## config.mk

```make
export PLATFORM = sky130hd
export DESIGN_NAME = multicycle_ctrl_fsm_flat
export DESIGN_NICKNAME = d
export VERILOG_FILES = /design/src/rtl/multicycle_ctrl_fsm_pkg.sv /design/src/rtl/multicycle_ctrl_fsm_if.sv /design/src/rtl/multicycle_ctrl_fsm_opdecode.sv /design/src/rtl/multicycle_ctrl_fsm.sv /design/src/flat_wrapper.sv
export SDC_FILE = /design/constraint.sdc
export NUM_CORES = 1
export LEC_CHECK = 0
export ABC_AREA = 1
export BUFFER_PORTS_ARGS = -buffer_cell sky130_fd_sc_hd__buf_2
export CORE_AREA = 2 2 39 41
export CTS_CLUSTER_DIAMETER = 200
export DETAILED_ROUTE_END_ITERATION = 16
export DIE_AREA = 0 0 41 43
export GPL_ROUTABILITY_DRIVEN = 0
export PLACE_DENSITY = 0.78
export REMOVE_ABC_BUFFERS = 1
export SYNTH_ARGS = -nofsm -noshare
export SYNTH_HDL_FRONTEND = slang
export SYNTH_SLANG_ARGS = --single-unit
```

## constraint.sdc

```tcl
create_clock -name clock -period 1.59 [get_ports clock]
set_input_delay 0.2385 -clock clock [delete_from_list [all_inputs] [get_ports clock]]
set_output_delay 0.2385 -clock clock [all_outputs]
set_load 0.01 [all_outputs]
```

## src/rtl/multicycle_ctrl_fsm_pkg.sv

```systemverilog
// Shared encodings for the multicycle control unit: states, opcodes, ALU function
// codes, ALU B-operand selects and the decoded instruction class.
package multicycle_ctrl_fsm_pkg;

    localparam int unsigned STATE_W    = 3;
    localparam int unsigned OPC_BASE_W = 4;

    typedef enum logic [STATE_W-1:0] {
        ST_FETCH  = 3'd0,
        ST_DECODE = 3'd1,
        ST_EXEC   = 3'd2,
        ST_MEM    = 3'd3,
        ST_WB     = 3'd4,
        ST_BRANCH = 3'd5,
        ST_HALT   = 3'd6
    } state_e;

    localparam logic [OPC_BASE_W-1:0] OPC_ADD   = 4'h0;
    localparam logic [OPC_BASE_W-1:0] OPC_SUB   = 4'h1;
    localparam logic [OPC_BASE_W-1:0] OPC_AND   = 4'h2;
    localparam logic [OPC_BASE_W-1:0] OPC_OR    = 4'h3;
    localparam logic [OPC_BASE_W-1:0] OPC_ADDI  = 4'h4;
    localparam logic [OPC_BASE_W-1:0] OPC_LOAD  = 4'h5;
    localparam logic [OPC_BASE_W-1:0] OPC_STORE = 4'h6;
    localparam logic [OPC_BASE_W-1:0] OPC_BEQ   = 4'h7;
    localparam logic [OPC_BASE_W-1:0] OPC_JMP   = 4'h8;
    localparam logic [OPC_BASE_W-1:0] OPC_HALT  = 4'hF;

    typedef enum logic [1:0] {
        ALU_ADD = 2'd0,
        ALU_SUB = 2'd1,
        ALU_AND = 2'd2,
        ALU_OR  = 2'd3
    } alu_op_e;

    typedef enum logic [1:0] {
        ALUB_REG  = 2'd0,
        ALUB_ONE  = 2'd1,
        ALUB_IMM  = 2'd2,
        ALUB_BOFF = 2'd3
    } alub_sel_e;

    typedef enum logic [2:0] {
        CLS_RTYPE,
        CLS_ADDI,
        CLS_LOAD,
        CLS_STORE,
        CLS_BEQ,
        CLS_JMP,
        CLS_HALT,
        CLS_ILLEGAL
    } op_class_e;

endpackage

```

## src/rtl/multicycle_ctrl_fsm_if.sv

```systemverilog
// Control/status bundle between the control FSM (master) and the datapath (slave).
interface multicycle_ctrl_fsm_if
    import multicycle_ctrl_fsm_pkg::*;
#(
    parameter int unsigned IR_W    = 8,
    parameter int unsigned ALUOP_W = 3,
    parameter int unsigned ALUB_W  = 3
);
    logic [IR_W-1:0]    IR;
    logic               zero;
    logic               mem_ready;

    logic               RFWrite;
    logic               MemWrite;
    logic               MemRead;
    logic               PCWrite;
    logic               IRload;
    logic               MDRload;
    logic               ABLD;
    logic [ALUOP_W-1:0] ALUop;
    logic               ALUA;
    logic [ALUB_W-1:0]  ALU_B;
    logic               Addrsel;
    logic               RASel;
    logic               RegIn;
    logic [STATE_W-1:0] state_o;
    logic               halted;
    logic               illegal_op;
    logic               retire;

    modport master (
        input  IR, zero, mem_ready,
        output RFWrite, MemWrite, MemRead, PCWrite, IRload, MDRload, ABLD,
               ALUop, ALUA, ALU_B, Addrsel, RASel, RegIn,
               state_o, halted, illegal_op, retire
    );

    modport slave (
        output IR, zero, mem_ready,
        input  RFWrite, MemWrite, MemRead, PCWrite, IRload, MDRload, ABLD,
               ALUop, ALUA, ALU_B, Addrsel, RASel, RegIn,
               state_o, halted, illegal_op, retire
    );
endinterface

```

## src/rtl/multicycle_ctrl_fsm_opdecode.sv

```systemverilog
// Opcode decoder: maps the opcode field to an instruction class and ALU function.
module multicycle_ctrl_fsm_opdecode
    import multicycle_ctrl_fsm_pkg::*;
#(
    parameter int unsigned OPC_W = 4
) (
    input  logic [OPC_W-1:0] opcode,
    output op_class_e        op_class_c,
    output alu_op_e          alu_op_c
);

    // Address-forming classes use ADD; BEQ compares through SUB.
    always_comb begin
        op_class_c = CLS_ILLEGAL;
        alu_op_c   = ALU_ADD;
        case (opcode)
            OPC_W'(OPC_ADD):   begin op_class_c = CLS_RTYPE; alu_op_c = ALU_ADD; end
            OPC_W'(OPC_SUB):   begin op_class_c = CLS_RTYPE; alu_op_c = ALU_SUB; end
            OPC_W'(OPC_AND):   begin op_class_c = CLS_RTYPE; alu_op_c = ALU_AND; end
            OPC_W'(OPC_OR):    begin op_class_c = CLS_RTYPE; alu_op_c = ALU_OR;  end
            OPC_W'(OPC_ADDI):  op_class_c = CLS_ADDI;
            OPC_W'(OPC_LOAD):  op_class_c = CLS_LOAD;
            OPC_W'(OPC_STORE): op_class_c = CLS_STORE;
            OPC_W'(OPC_BEQ):   begin op_class_c = CLS_BEQ; alu_op_c = ALU_SUB; end
            OPC_W'(OPC_JMP):   op_class_c = CLS_JMP;
            OPC_W'(OPC_HALT):  op_class_c = CLS_HALT;
            default:           op_class_c = CLS_ILLEGAL;
        endcase
    end

endmodule

```

## src/rtl/multicycle_ctrl_fsm.sv

```systemverilog
// Multicycle control unit: walks FETCH/DECODE/EXEC/MEM/WB/BRANCH/HALT from the IR opcode
// and drives datapath enables, mux selects and retire / illegal-op / halted status.
module multicycle_ctrl_fsm
    import multicycle_ctrl_fsm_pkg::*;
#(
    parameter int unsigned IR_W        = 8,
    parameter int unsigned OPC_W       = 4,
    parameter int unsigned ALUOP_W     = 3,
    parameter int unsigned ALUB_W      = 3,
    parameter bit          MEM_WAIT_EN = 1'b1
) (
    input  logic                 clock,
    input  logic                 reset,
    multicycle_ctrl_fsm_if.master bus
);

    state_e            state;
    state_e            state_nxt;
    op_class_e         op_class;
    alu_op_e           dec_alu_op;
    logic              mem_ok;
    logic              uses_rs2;
    logic [ALUB_W-1:0] exec_alub;

    multicycle_ctrl_fsm_opdecode #(.OPC_W(OPC_W)) u_opdecode (
        .opcode     (bus.IR[IR_W-1 -: OPC_W]),
        .op_class_c (op_class),
        .alu_op_c   (dec_alu_op)
    );

    assign mem_ok    = MEM_WAIT_EN ? bus.mem_ready : 1'b1;
    assign uses_rs2  = (op_class == CLS_RTYPE) || (op_class == CLS_BEQ);
    assign exec_alub = uses_rs2 ? ALUB_W'(ALUB_REG) : ALUB_W'(ALUB_IMM);

    // State register
    always_ff @(posedge clock) begin
        if (reset) begin
            state <= ST_FETCH;
        end else begin
            state <= state_nxt;
        end
    end

    assign bus.state_o = reset ? STATE_W'(ST_FETCH) : STATE_W'(state);

    // Next-state and control outputs; everything is forced low while reset is high
    always_comb begin
        state_nxt      = state;
        bus.RFWrite    = 1'b0;
        bus.MemWrite   = 1'b0;
        bus.MemRead    = 1'b0;
        bus.PCWrite    = 1'b0;
        bus.IRload     = 1'b0;
        bus.MDRload    = 1'b0;
        bus.ABLD       = 1'b0;
        bus.ALUop      = ALUOP_W'(ALU_ADD);
        bus.ALUA       = 1'b0;
        bus.ALU_B      = ALUB_W'(ALUB_REG);
        bus.Addrsel    = 1'b0;
        bus.RASel      = 1'b0;
        bus.RegIn      = 1'b0;
        bus.halted     = 1'b0;
        bus.illegal_op = 1'b0;
        bus.retire     = 1'b0;

        if (!reset) begin
            case (state)
                ST_FETCH: begin
                    bus.MemRead = 1'b1;
                    if (mem_ok) begin
                        bus.IRload  = 1'b1;
                        bus.PCWrite = 1'b1;
                        bus.ALU_B   = ALUB_W'(ALUB_ONE);
                        state_nxt   = ST_DECODE;
                    end
                end
                ST_DECODE: begin
                    bus.ABLD = 1'b1;
                    case (op_class)
                        CLS_JMP:  state_nxt = ST_BRANCH;
                        CLS_HALT: state_nxt = ST_HALT;
                        CLS_ILLEGAL: begin
                            bus.illegal_op = 1'b1;
                            state_nxt      = ST_FETCH;
                        end
                        default:  state_nxt = ST_EXEC;
                    endcase
                end
                ST_EXEC: begin
                    bus.ALUA  = 1'b1;
                    bus.ALU_B = exec_alub;
                    bus.ALUop = ALUOP_W'(dec_alu_op);
                    case (op_class)
                        CLS_RTYPE, CLS_ADDI: state_nxt = ST_WB;
                        CLS_LOAD, CLS_STORE: state_nxt = ST_MEM;
                        CLS_BEQ: begin
                            if (bus.zero) begin
                                state_nxt = ST_BRANCH;
                            end else begin
                                bus.retire = 1'b1;
                                state_nxt  = ST_FETCH;
                            end
                        end
                        default: state_nxt = ST_FETCH;
                    endcase
                end
                ST_MEM: begin
                    // Effective address stays on the bus for the whole access
                    bus.ALUA    = 1'b1;
                    bus.ALU_B   = ALUB_W'(ALUB_IMM);
                    bus.Addrsel = 1'b1;
                    case (op_class)
                        CLS_LOAD: begin
                            bus.MemRead = 1'b1;
                            if (mem_ok) begin
                                bus.MDRload = 1'b1;
                                state_nxt   = ST_WB;
                            end
                        end
                        CLS_STORE: begin
                            bus.MemWrite = 1'b1;
                            if (mem_ok) begin
                                bus.retire = 1'b1;
                                state_nxt  = ST_FETCH;
                            end
                        end
                        default: state_nxt = ST_FETCH;
                    endcase
                end
                ST_WB: begin
                    bus.RFWrite = 1'b1;
                    bus.RegIn   = (op_class == CLS_LOAD);
                    bus.ALUA    = 1'b1;
                    bus.ALU_B   = exec_alub;
                    bus.ALUop   = ALUOP_W'(dec_alu_op);
                    bus.retire  = 1'b1;
                    state_nxt   = ST_FETCH;
                end
                ST_BRANCH: begin
                    // PC already holds PC+1, so the offset is relative to the next instruction
                    bus.ALU_B   = ALUB_W'(ALUB_BOFF);
                    bus.PCWrite = 1'b1;
                    bus.retire  = 1'b1;
                    state_nxt   = ST_FETCH;
                end
                ST_HALT: begin
                    bus.halted = 1'b1;
                end
                default: state_nxt = ST_FETCH;
            endcase
        end
    end

endmodule

```

## src/flat_wrapper.sv

```systemverilog
// flat-port wrapper written by rule: the top's interface ports become plain ports
module multicycle_ctrl_fsm_flat import multicycle_ctrl_fsm_pkg::*;
#(
    parameter int unsigned IR_W        = 8,
    parameter int unsigned OPC_W       = 4,
    parameter int unsigned ALUOP_W     = 3,
    parameter int unsigned ALUB_W      = 3,
    parameter bit          MEM_WAIT_EN = 1'b1
)
  (clock, reset, bus_IR, bus_zero, bus_mem_ready, bus_RFWrite, bus_MemWrite, bus_MemRead, bus_PCWrite, bus_IRload, bus_MDRload, bus_ABLD, bus_ALUop, bus_ALUA, bus_ALU_B, bus_Addrsel, bus_RASel, bus_RegIn, bus_state_o, bus_halted, bus_illegal_op, bus_retire);
  multicycle_ctrl_fsm_if #(.IR_W(IR_W), .ALUOP_W(ALUOP_W), .ALUB_W(ALUB_W)) bus_i ();
  input  logic clock;
  input  logic reset;
  input wire logic [$bits(bus_i.IR)-1:0] bus_IR;
  input wire logic [$bits(bus_i.zero)-1:0] bus_zero;
  input wire logic [$bits(bus_i.mem_ready)-1:0] bus_mem_ready;
  output wire logic [$bits(bus_i.RFWrite)-1:0] bus_RFWrite;
  output wire logic [$bits(bus_i.MemWrite)-1:0] bus_MemWrite;
  output wire logic [$bits(bus_i.MemRead)-1:0] bus_MemRead;
  output wire logic [$bits(bus_i.PCWrite)-1:0] bus_PCWrite;
  output wire logic [$bits(bus_i.IRload)-1:0] bus_IRload;
  output wire logic [$bits(bus_i.MDRload)-1:0] bus_MDRload;
  output wire logic [$bits(bus_i.ABLD)-1:0] bus_ABLD;
  output wire logic [$bits(bus_i.ALUop)-1:0] bus_ALUop;
  output wire logic [$bits(bus_i.ALUA)-1:0] bus_ALUA;
  output wire logic [$bits(bus_i.ALU_B)-1:0] bus_ALU_B;
  output wire logic [$bits(bus_i.Addrsel)-1:0] bus_Addrsel;
  output wire logic [$bits(bus_i.RASel)-1:0] bus_RASel;
  output wire logic [$bits(bus_i.RegIn)-1:0] bus_RegIn;
  output wire logic [$bits(bus_i.state_o)-1:0] bus_state_o;
  output wire logic [$bits(bus_i.halted)-1:0] bus_halted;
  output wire logic [$bits(bus_i.illegal_op)-1:0] bus_illegal_op;
  output wire logic [$bits(bus_i.retire)-1:0] bus_retire;
  assign bus_i.IR = bus_IR;
  assign bus_i.zero = bus_zero;
  assign bus_i.mem_ready = bus_mem_ready;
  assign bus_RFWrite = bus_i.RFWrite;
  assign bus_MemWrite = bus_i.MemWrite;
  assign bus_MemRead = bus_i.MemRead;
  assign bus_PCWrite = bus_i.PCWrite;
  assign bus_IRload = bus_i.IRload;
  assign bus_MDRload = bus_i.MDRload;
  assign bus_ABLD = bus_i.ABLD;
  assign bus_ALUop = bus_i.ALUop;
  assign bus_ALUA = bus_i.ALUA;
  assign bus_ALU_B = bus_i.ALU_B;
  assign bus_Addrsel = bus_i.Addrsel;
  assign bus_RASel = bus_i.RASel;
  assign bus_RegIn = bus_i.RegIn;
  assign bus_state_o = bus_i.state_o;
  assign bus_halted = bus_i.halted;
  assign bus_illegal_op = bus_i.illegal_op;
  assign bus_retire = bus_i.retire;
  multicycle_ctrl_fsm #(.IR_W(IR_W), .OPC_W(OPC_W), .ALUOP_W(ALUOP_W), .ALUB_W(ALUB_W), .MEM_WAIT_EN(MEM_WAIT_EN)) u_core (.clock(clock), .reset(reset), .bus(bus_i));
endmodule
```

==> metrics.yaml, run 1 <==
cp-end-kind: "output pin"
clock_skew_ns: 0.01039
clock_sinks: 3
ctsHtreeMaxLevel: 1
grt_overflow: 0
wirelength_mm: 1.716
largest_registers: "u_core.state (3)"
fp.dieW_um: 41
io_buffers: 27
required_ns: 1.35
layout.cells.non_filler: 156
placed_area_um2: 696.9
synth.area.mux_share_pct: 0
synth-edff-count: 0
dpl_worst_slack_ns: 0.1159
min_to: "u_core.state[0]"
fin_ws_ns: 0.008107
top_register: "u_core.state"
netlist_top_cells_count: "nand2_1, nor2_1, inv_1"
start_kind: "register"
dr.pass1.iters: 4
synth_top_area_share_pct: 15.62
hold_path.class: "in -> reg"
clk_pin_slew_worst_paths_ns: 0.04
synth_cell_types: 25
drc: 0
path_max_fanout: 4
drive_above_1_share_pct: 40.00
cts_buffers: 3
grt_antenna_before_repair: 0
synth.area.top_cells: "nand2_1, nor2_1, dfxtp_1"
p_leak_nw: 0.4507
p_total_uw: 421.8
synthFlopType: "dfxtp_1"
async_flop_share_pct: 0
path_cells: "inv_2 -> nor2_1 -> nand2_1 -> nor3_1 -> nor3_1 -> nor2_1 -> buf_2"
rsz0062_at_grt: "true"
synth_area_um2: 576.8
hold_violations: 0
num_vias: 764
synth-simple-area-share_pct: 56.18
area_growth_pct: 39.70
crit_type: "reg -> out"
cts_tree: "done"
hp-start: "bus_mem_ready"
vdd_drop_max_v: 0.0004526
largest_reg_flops: 3
clk_latency_ns: 0.24
synth_seq_area_share_pct: 10.41
synthAdderAreaFrac_pct: 0
finalCritPeriodShare_pct: 99.49
crit_slowest_cell: "dfxtp_4"
die_h_um: 43
slew_viol_final: 0
antenna_cells: 0
drtIter0Drc: 13
core_area_um2: 1384
synth_compound_area_share_pct: 14.97
final.fill_count: 141
clockBufferDepth: 2
place_inst: 148
num_io_pins: 35
start_util_pct: 41.68
path_buf_inv: 2
worst_r2r_path_depth: 9
hpwl_mm: 1.275
grt_pass1_vias: 643
synth-seq-cells: 3
grt_pass1_wl_mm: 2.504
r2r_slack_ns: 0.24
nets: 153
period_needed_ns: 1.582
hold_buffers: 0
viasPerCell: 4.897
rows: 14
max_cap_viol_count: 0
root_buffer: "clkbuf_4"
synth_top_family_by_area: "simple AND/OR/NAND/NOR gates"
netlist_instances: 109
drtAntennaViolNets: 0
power_density_nw_per_um2: 523.5
synth_xor_area_share_pct: 0
r2r-end: "u_core.state[2]"
wl_per_cell_um: 11.00
worstReg2RegStart: "u_core.state[0]"
status: "completed"
fmax_mhz: 632.2
hold_depth: 3
critPathTopFamily: "simple AND/OR/NAND/NOR gates"
critPathArrivalTime_ns: 1.34
die-area_um2: 1763
yosysWarnings: 0
gr-usage-all-layers_pct: 20.68
grt_max_degree: 19
path_depth: 7
synth_area_leader_cell: "nand2_1"
crit_path_max_incr_delay_ns: 0.37
setup_viol: 0
synth.avg_cell_area_um2: 5.292
finalInstanceArea_um2: 805.8
-- layer usage --
| layer | GRT usage (%) | routed length [um] | vias to the layer above |
|---|---|---|---|
| li1 | - | - | 397 |
| met1 | 22.19 | 722 | 343 |
| met2 | 35.31 | 904 | 20 |
| met3 | 3.141 | 66 | 4 |
| met4 | 12.00 | 21 | 0 |
| met5 | 0 | 0 | - |
-- power by group --
| group | switching (mW) | leakage (nW) | total [mW] | internal (mW) |
|---|---|---|---|---|
| Clock | 0.0447 | 0.0150 | 0.139 | 0.0944 |
| Sequential | 0.0130 | 0.0267 | 0.0945 | 0.0814 |
| Combinational | 0.122 | 0.409 | 0.188 | 0.0658 |
| Total | 0.180 | 0.451 | 0.422 | 0.242 |
-- cell usage in the layout, fill, tap and decap left out, types with 4 or more instances in the layout --
cell	instances
buf_2	27
nand2_1	23
nor2_1	22
inv_1	11
o21ai_0	7
a21oi_1	5
nor3_1	5
inv_2	4
nand3_1	4
buf_4	4
-- tightest hold or removal path, delay by kind of cell --
kind | cells | cell delay (ns)
AND/OR/NAND/NOR | 1 | 0.10
AO/OA/AOI/OAI | 1 | 0.09
buffers and inverters | 1 | 0.10
-- area by class of cell --
class                      count  area, um2  share of cell area (%)
clock buffer                   4      26.28                   3.261
inverter                      16      60.06                   7.453
multi-input combinational     86      462.9                   57.45
sequential                     3      71.32                   8.851
tap                           16      20.02                   2.484
timing repair buffer          31      165.2                   20.50
-- worst max-delay path by stage --
stage	startpoint	to	slack, ns
4_1_cts	u_core.state[1]	bus_ALUop[1]	-0.05
3_3_place_gp	u_core.state[0]	bus_ALUop[1]	0.18
6_report	u_core.state[1]	bus_retire	0.008
5_1_grt	u_core.state[1]	bus_ALUop[1]	-0.09
3_5_place_dp	u_core.state[0]	bus_ALUop[1]	0.12
2_1_floorplan	u_core.state[0]	bus_ALUop[1]	0.22
-- logic make-up (layout without fill, tap and decap cells) --
group	count (synthesis)	in the layout
other cells	1	3
buf+inv	22	51
flops	3	3
simple gates	68	68
compound gates	15	15
-- stage by stage --
step | hold slack [ns] | utilization, % | TNS (ns)
floorplan | 0.4087 | - | 0
global placement | 0.5663 | 50.36 | 0
detailed placement | 0.5743 | 50.36 | 0
CTS | 0.3261 | 53.44 | -0.05155
global route | 0.3549 | 58.23 | -0.5665
finish | 0.3363 | 58.23 | 0
-- what timing repair did --
action                                 in CTS  in global routing
buffers inserted                            0                  4
gates resized for setup                     8                  8
endpoints found under the hold margin       0                  0
setup endpoints to repair                   6                  9
pin swaps                                   1                  3
Power figures use the tool's default switching activity.
==> run 2: changes to the inputs <==
CTS_BUF_LIST = sky130_fd_sc_hd__clkbuf_16   (was default)
==> run 2 against run 1 <==
  * The flow now finishes with violations (setup timing)
  * Register-to-register slack improved by 0.09 ns
  * Sequential cell count stayed put
  * Largest cell class unchanged
  * Global-route usage rose by 0.30 points
  * Die area did not move
  * Worst hold slack improved by 0.025 ns
  * Critical path depth did not move
  * Combinational power hardly changed
  * Non-clock buffer count shrank 2
==> metrics.yaml, run 2 (synthesized netlist as in run 1, its figures left out) <==
status: "complete, but fails checks"  # was completed
violations: "setup timing"
crit_path_max_incr_delay_ns: 0.38  # was 0.37 ns
required_ns: 1.35  # about the same
clockBufferDepth: 2  # unchanged
clock_skew_ns: 0.001865  # was 0.01039 ns
crit_type: "reg -> out"  # unchanged
path_cells: "nand2_2 -> nor2_4 -> nand3_4 -> nor2_1 -> nor3_1 -> nor2_1 -> buf_2"  # was inv_2 -> nor2_1 -> nand2_1 -> nor3_1 -> nor3_1 -> nor2_1 -> buf_2
hold_violations: 0  # unchanged
hold_buffers: 0  # unchanged
cts_buffers: 3  # unchanged
setup_viol: 1  # was 0
area_growth_pct: 45.77  # was 39.70%
drc: 0  # unchanged
p_switching_uw: 205.8  # was 180.1 uW
seqPwrFrac_pct: 14.0  # was 22.4%
fmax_mhz: 628.6  # was 632.2 MHz
die-area_um2: 1763  # unchanged
dr.pass1.iters: 4  # unchanged
grt_antenna_before_repair: 0  # unchanged
max_cap_viol_count: 0  # unchanged
p_total_uw: 676.7  # was 421.8 uW
root_buffer: "clkbuf_16"  # was clkbuf_4
vdd_drop_max_v: 0.001325  # was 0.0004526 V
grt_max_degree: 19  # unchanged
num_vias: 763  # was 764
p_int_uw: 470.9  # was 241.7 uW
power_density_nw_per_um2: 804.9  # was 523.5 nW/um2
clk_latency_ns: 0.22  # was 0.24 ns
finalCritPeriodShare_pct: 100.0  # was 99.49%
final_common_cell: "buf_2"  # unchanged
start_kind: "register"  # unchanged
grt_pass1_wl_mm: 2.525  # was 2.504 mm
clock_sinks: 3  # unchanged
fp.dieW_um: 41  # unchanged
hold_path.class: "in -> reg"  # unchanged
fin_ws_ns: -0.0007520  # was 0.008107 ns
rows: 14  # unchanged
cp-end-kind: "output pin"  # unchanged
hpwl_mm: 1.275  # unchanged
nets: 151  # was 153
rsz0062_at_grt: "true"  # unchanged
viasPerCell: 4.955  # was 4.897
num_io_pins: 35  # unchanged
clkPwrFrac_pct: 58.3  # was 33.0%
antenna_cells: 0  # unchanged
largest_registers: "u_core.state (3)"  # unchanged
critPathArrivalTime_ns: 1.35  # was 1.34 ns
core_area_um2: 1384  # unchanged
p_leak_nw: 0.4684  # was 0.4507 nW
period_needed_ns: 1.591  # was 1.582 ns
drtIter0Drc: 20  # was 13
largest_reg_flops: 3  # unchanged
cts_tree: "done"  # unchanged
wirelength_mm: 1.768  # was 1.716 mm
die_h_um: 43  # unchanged
slew_viol_final: 0  # unchanged
grt_overflow: 0  # unchanged
gr-usage-all-layers_pct: 20.98  # was 20.68%
start_util_pct: 41.68  # unchanged
ctsHtreeMaxLevel: 1  # unchanged
comb_power_share_pct: 27.7  # was 44.6%
swShare_pct: 30.42  # was 42.70%
io_buffers: 27  # unchanged
top_register: "u_core.state"  # unchanged
crit_slowest_cell: "dfxtp_4"  # unchanged
cpMostUsedCell: "nor2_1"
drive_above_1_share_pct: 38.41  # was 40.00%
mostFrequentLayoutCells: "buf_2, nand2_1, nor2_1"  # unchanged
clk_pin_slew_worst_paths_ns: 0.03  # was 0.04 ns
grt_pass1_vias: 641  # was 643
path_max_fanout: 6  # was 4
dpl_worst_slack_ns: 0.1159  # unchanged
drtAntennaViolNets: 0  # unchanged
wl_per_cell_um: 11.48  # was 11.00 um
run 2: repair_timing:
action	CTS	global route
pin swaps	0	2
buffers inserted	0	2
gates cloned	0	0
gates resized for setup	6	9
setup endpoints to repair	5	6
run 2: final timing paths:
kind | from | endpoint | slack, ns | depth (start not counted)
worst max register to register | u_core.state[0] | u_core.state[2] | 0.33 | 8
worst min register to register | u_core.state[2] | u_core.state[2] | 0.60 | 3
worst max-delay path | u_core.state[0] | bus_retire | -0.0008 | 7
worst min-delay path | bus_mem_ready | u_core.state[0] | 0.36 | 3
run 2: stage by stage:
stage,cell area [um2],util [%],TNS [ns],hold slack [ns],cells
finish,840.8,60.76,-0.0007520,0.3610,154
global route,840.8,60.76,-0.2388,0.3878,154
CTS,789.5,57.05,-0.02872,0.3630,152
detailed placement,696.9,50.36,0,0.5743,148
global placement,696.9,50.36,0,0.5663,148
floorplan,541.8,-,0,0.4087,105
run 2: worst max-delay path, delay by kind of cell, from the launching register on:
| kind | cells | cell delay (ns) |
|---|---|---|
| flops | 1 | 0.38 |
| buf+inv | 1 | 0.13 |
| simple gates | 6 | 0.62 |
run 2: final cells by class:
class                   instances  area, um2
fillers                       137      543.0
multi-input cells              86      460.4
repair buffers                 29      150.1
clock buffers                   3      75.07
flip-flops and latches          3      71.32
inverters                      16      60.06
well taps                      16      20.02
clock inverters                 1      3.754
run 2: routing by layer:
| layer | wire [um] | up-vias | GRT usage, % | part of all wire [%] |
|---|---|---|---|---|
| met5 | 0 | - | 0 | 0 |
| met3 | 72 | 2 | 3.141 | 4.1 |
| met1 | 727 | 345 | 22.51 | 41 |
| met4 | 17 | 0 | 12.00 | 0.96 |
| met2 | 950 | 22 | 35.94 | 54 |
| li1 | - | 394 | - | - |
run 2: power by group through the flow:
stage	sequential [mW]	combinational, mW	clock, mW
detailed placement	0.0924	0.172	0
CTS	0.0940	0.175	0.403
global route	0.0960	0.207	0.408
floorplan	0.0903	0.113	0
global placement	0.0918	0.167	0
finish	0.0946	0.187	0.395
==> run 3: changes to the inputs <==
CORE_AREA = default   (was 2 2 39 41)
CORE_UTILIZATION = 47   (was default)
DIE_AREA = default   (was 0 0 41 43)
PLACE_DENSITY = 0.81   (was 0.78)
SYNTH_HIERARCHICAL = 1   (was default)
==> run 3 against run 2 <==
  * The run now ends clean
  * Register-to-register slack got worse by 0.04 ns
  * Synthesized cell count increased by 19%
  * Maximum frequency increased by 1.0%
  * Die area decreased by 12%
  * Wire length increased by 39%
  * Utilization increased by 26 points
  * Combinational power increased to 3.7 times the previous value
  * Via count increased by 32%
  * Synthesized area increased by 14%
  * Critical path type is now in -> out
==> metrics.yaml, run 3 <==
r2r-end: "u_core/state[0]"  # was u_core.state[2]
wl_per_cell_um: 12.97  # was 11.48 um
worst_r2r_path_depth: 9  # was 8
synth.avg_cell_area_um2: 5.043  # was 5.292 um2
synth.area.top_cells: "nand2_1, nor2_1, dfxtp_1"  # unchanged
final.fill_count: 72  # was 137
hold_path.class: "in -> reg"  # unchanged
grt_antenna_before_repair: 0  # unchanged
fmax_mhz: 635.1  # was 628.6 MHz
netlist_top_cells_count: "nand2_1, nor2_1, inv_1"  # unchanged
p_leak_nw: 0.6497  # was 0.4684 nW
vdd_drop_max_v: 0.001198  # was 0.001325 V
largest_registers: "u_core/state (3)"  # was u_core.state (3)
largest_reg_flops: 3  # unchanged
finalInstanceArea_um2: 1129  # was 840.8 um2
synth_seq_area_share_pct: 9.160  # was 10.41%
worstReg2RegStart: "u_core/state[1]"  # was u_core.state[0]
area_growth_pct: 72.14  # was 45.77%
min_to: "u_core/state[0]"  # was u_core.state[0]
drc: 0  # unchanged
grt_pass1_wl_mm: 3.236  # was 2.525 mm
top_register: "u_core/state"  # was u_core.state
grt_overflow: 0  # unchanged
num_vias: 1005  # was 763
slew_viol_final: 0  # unchanged
r2r_slack_ns: 0.29  # was 0.33 ns
yosysWarnings: 6  # was 0
grt_pass1_vias: 805  # was 641
clock_sinks: 3  # unchanged
nets: 191  # was 151
grt_max_degree: 22  # was 19
mostFrequentLayoutCells: "buf_2, nand2_1, nor2_1"  # unchanged
synth_top_area_share_pct: 20.04  # was 15.62%
synth_cell_types: 21  # was 25
drive_above_1_share_pct: 50.86  # was 38.41%
setup_viol: 0  # was 1
antenna_cells: 0  # unchanged
required_ns: 1.35  # about the same
fp.dieW_um: 39.35  # was 41 um
clk_latency_ns: 0.22  # about the same
io_buffers: 27  # unchanged
wirelength_mm: 2.465  # was 1.768 mm
hold_violations: 0  # unchanged
cts_buffers: 3  # unchanged
gr-usage-all-layers_pct: 30.51  # was 20.98%
drtAntennaViolNets: 0  # unchanged
max_cap_viol_count: 0  # unchanged
drtIter0Drc: 51  # was 20
place_inst: 177  # was 148
cts_tree: "done"  # unchanged
fin_util_pct: 86.73  # was 60.76%
yosysMostFrequentCell: "nand2_1"
hp-start: "bus_mem_ready"  # unchanged
clk_pin_slew_worst_paths_ns: 0.03  # about the same
p_switching_uw: 558.3  # was 205.8 uW
path_max_fanout: 5  # was 6
layout.cells.non_filler: 190  # was 154
rsz0062_at_grt: "true"  # unchanged
die_h_um: 39.35  # was 43 um
dr.pass1.iters: 5  # was 4
power_density_nw_per_um2: 1115  # was 804.9 nW/um2
netlist_instances: 130  # was 109
rows: 13  # was 14
synth_area_um2: 655.6  # was 576.8 um2
die-area_um2: 1548  # was 1763 um2
root_buffer: "clkbuf_16"  # unchanged
hold_buffers: 0  # unchanged
hpwl_mm: 1.388  # was 1.275 mm
clockBufferDepth: 2  # unchanged
start_util_pct: 50.38  # was 41.68%
synthFlopType: "dfxtp_1"  # unchanged
num_io_pins: 35  # unchanged
core_area_um2: 1301  # was 1384 um2
synth_area_leader_cell: "nand2_1"  # unchanged
period_needed_ns: 1.575  # was 1.591 ns
crit_type: "in -> out"  # was reg -> out
p_int_uw: 700.3  # was 470.9 uW
start_kind: "input port"  # was register
finalCritPeriodShare_pct: 99.03  # was 100.0%
seqPwrFrac_pct: 14.0  # about the same
placed_area_um2: 839.6  # was 696.9 um2
viasPerCell: 5.289  # was 4.955
swShare_pct: 44.36  # was 30.42%
status: "completed"  # was complete, but fails checks
clkPwrFrac_pct: 30.9  # was 58.3%
critPathArrivalTime_ns: 1.34  # was 1.35 ns
synth-seq-cells: 3  # unchanged
hold_depth: 4  # was 3
ctsHtreeMaxLevel: 1  # unchanged
async_flop_share_pct: 0  # unchanged
comb_power_share_pct: 55.1  # was 27.7%
clock_skew_ns: 0.001175  # was 0.001865 ns
cp-end-kind: "output pin"  # unchanged
synth-edff-count: 0  # unchanged
-- run 3: cell types whose count changed in the layout (fill, tap and decap cells not counted), sizes merged, moves of 2 or more --
cell	previous run	this run
nor3	5	3
inv	16	21
nand2	27	38
buf	29	45
nand3	7	13
ha	0	3
-- run 3: how the worst max path moves through the flow --
stage | from | to | slack (ns) | depth (start not counted)
2_1_floorplan | bus_IR[6] | bus_retire | 0.20 | 10
6_report | bus_IR[4] | bus_MDRload | 0.02 | 12
3_5_place_dp | bus_IR[4] | bus_MDRload | -0.04 | 12
5_1_grt | bus_IR[4] | bus_MDRload | -0.08 | 12
3_3_place_gp | bus_IR[4] | bus_retire | -0.02 | 13
4_1_cts | u_core/state[1] | bus_retire | 0.003 | 7
-- run 3: what timing repair did --
item                                    4_1_cts  5_1_grt
setup buffers                                 2        7
pin swaps                                     3        9
endpoints found under the setup margin        7       12
gates resized for setup                      11       36
-- run 3: layout make-up --
class                           count  area (um2)  area share (%)
Clock inverter                      1       3.754          0.3326
Timing Repair Buffer               45       292.8           25.94
Sequential cell                     3       68.82           6.098
Inverter                           20       82.58           7.317
Clock buffer                        3       75.07           6.652
Multi-Input combinational cell    103       586.8           52.00
Tap cell                           15       18.77           1.663
-- run 3: cells by family after synthesis --
kind of cell / after synthesis / share of synthesized area (%)
DFF: 3 / 9.161
adders and majority gates: 3 / 5.726
and+or+nand+nor: 85 / 56.30
other: 1 / 0.5720
AOI/OAI and AO/OA: 12 / 9.923
buffers and inverters: 26 / 18.32
-- run 3: power by group through the flow --
stage	combinational, mW	sequential, mW	clock, mW
2_1_floorplan	0.381	0.129	0
3_3_place_gp	0.536	0.135	0
3_5_place_dp	0.552	0.137	0
4_1_cts	0.581	0.146	0.390
5_1_grt	0.765	0.177	0.406
6_report	0.694	0.176	0.389
-- run 3: metal layers --
layer,vias to the layer above,GRT usage [%],part of all wire (%)
li1,493,-,-
met1,465,32.32,41
met2,39,55.00,51
met3,8,7.386,5.3
met4,0,15.52,2.3
met5,-,0,0
-- run 3: critical path: stages --
cell and delay [ns]:
buf_8 0.11, nand2_4 0.06, nand2_2 0.05, nand2_2 0.07
nand2_2 0.06, inv_4 0.08, buf_6 0.11, nand2_4 0.06
nor2_4 0.14, nand2_4 0.08, nor3_2 0.14, buf_2 0.14
-- run 3: per-stage QoR --
stage / worst slack [ns] / hold slack [ns] / setup TNS [ns] / total power, mW
after CTS: 0.002850 / 0.4097 / 0 / 1.117
after global placement: -0.02484 / 0.6141 / -0.02484 / 0.6713
after global routing: -0.07889 / 0.4723 / -0.4150 / 1.348
after floorplan: 0.2017 / 0.3354 / 0 / 0.5107
final: 0.01549 / 0.4520 / 0 / 1.259
after detailed placement: -0.03951 / 0.6353 / -0.09654 / 0.6895
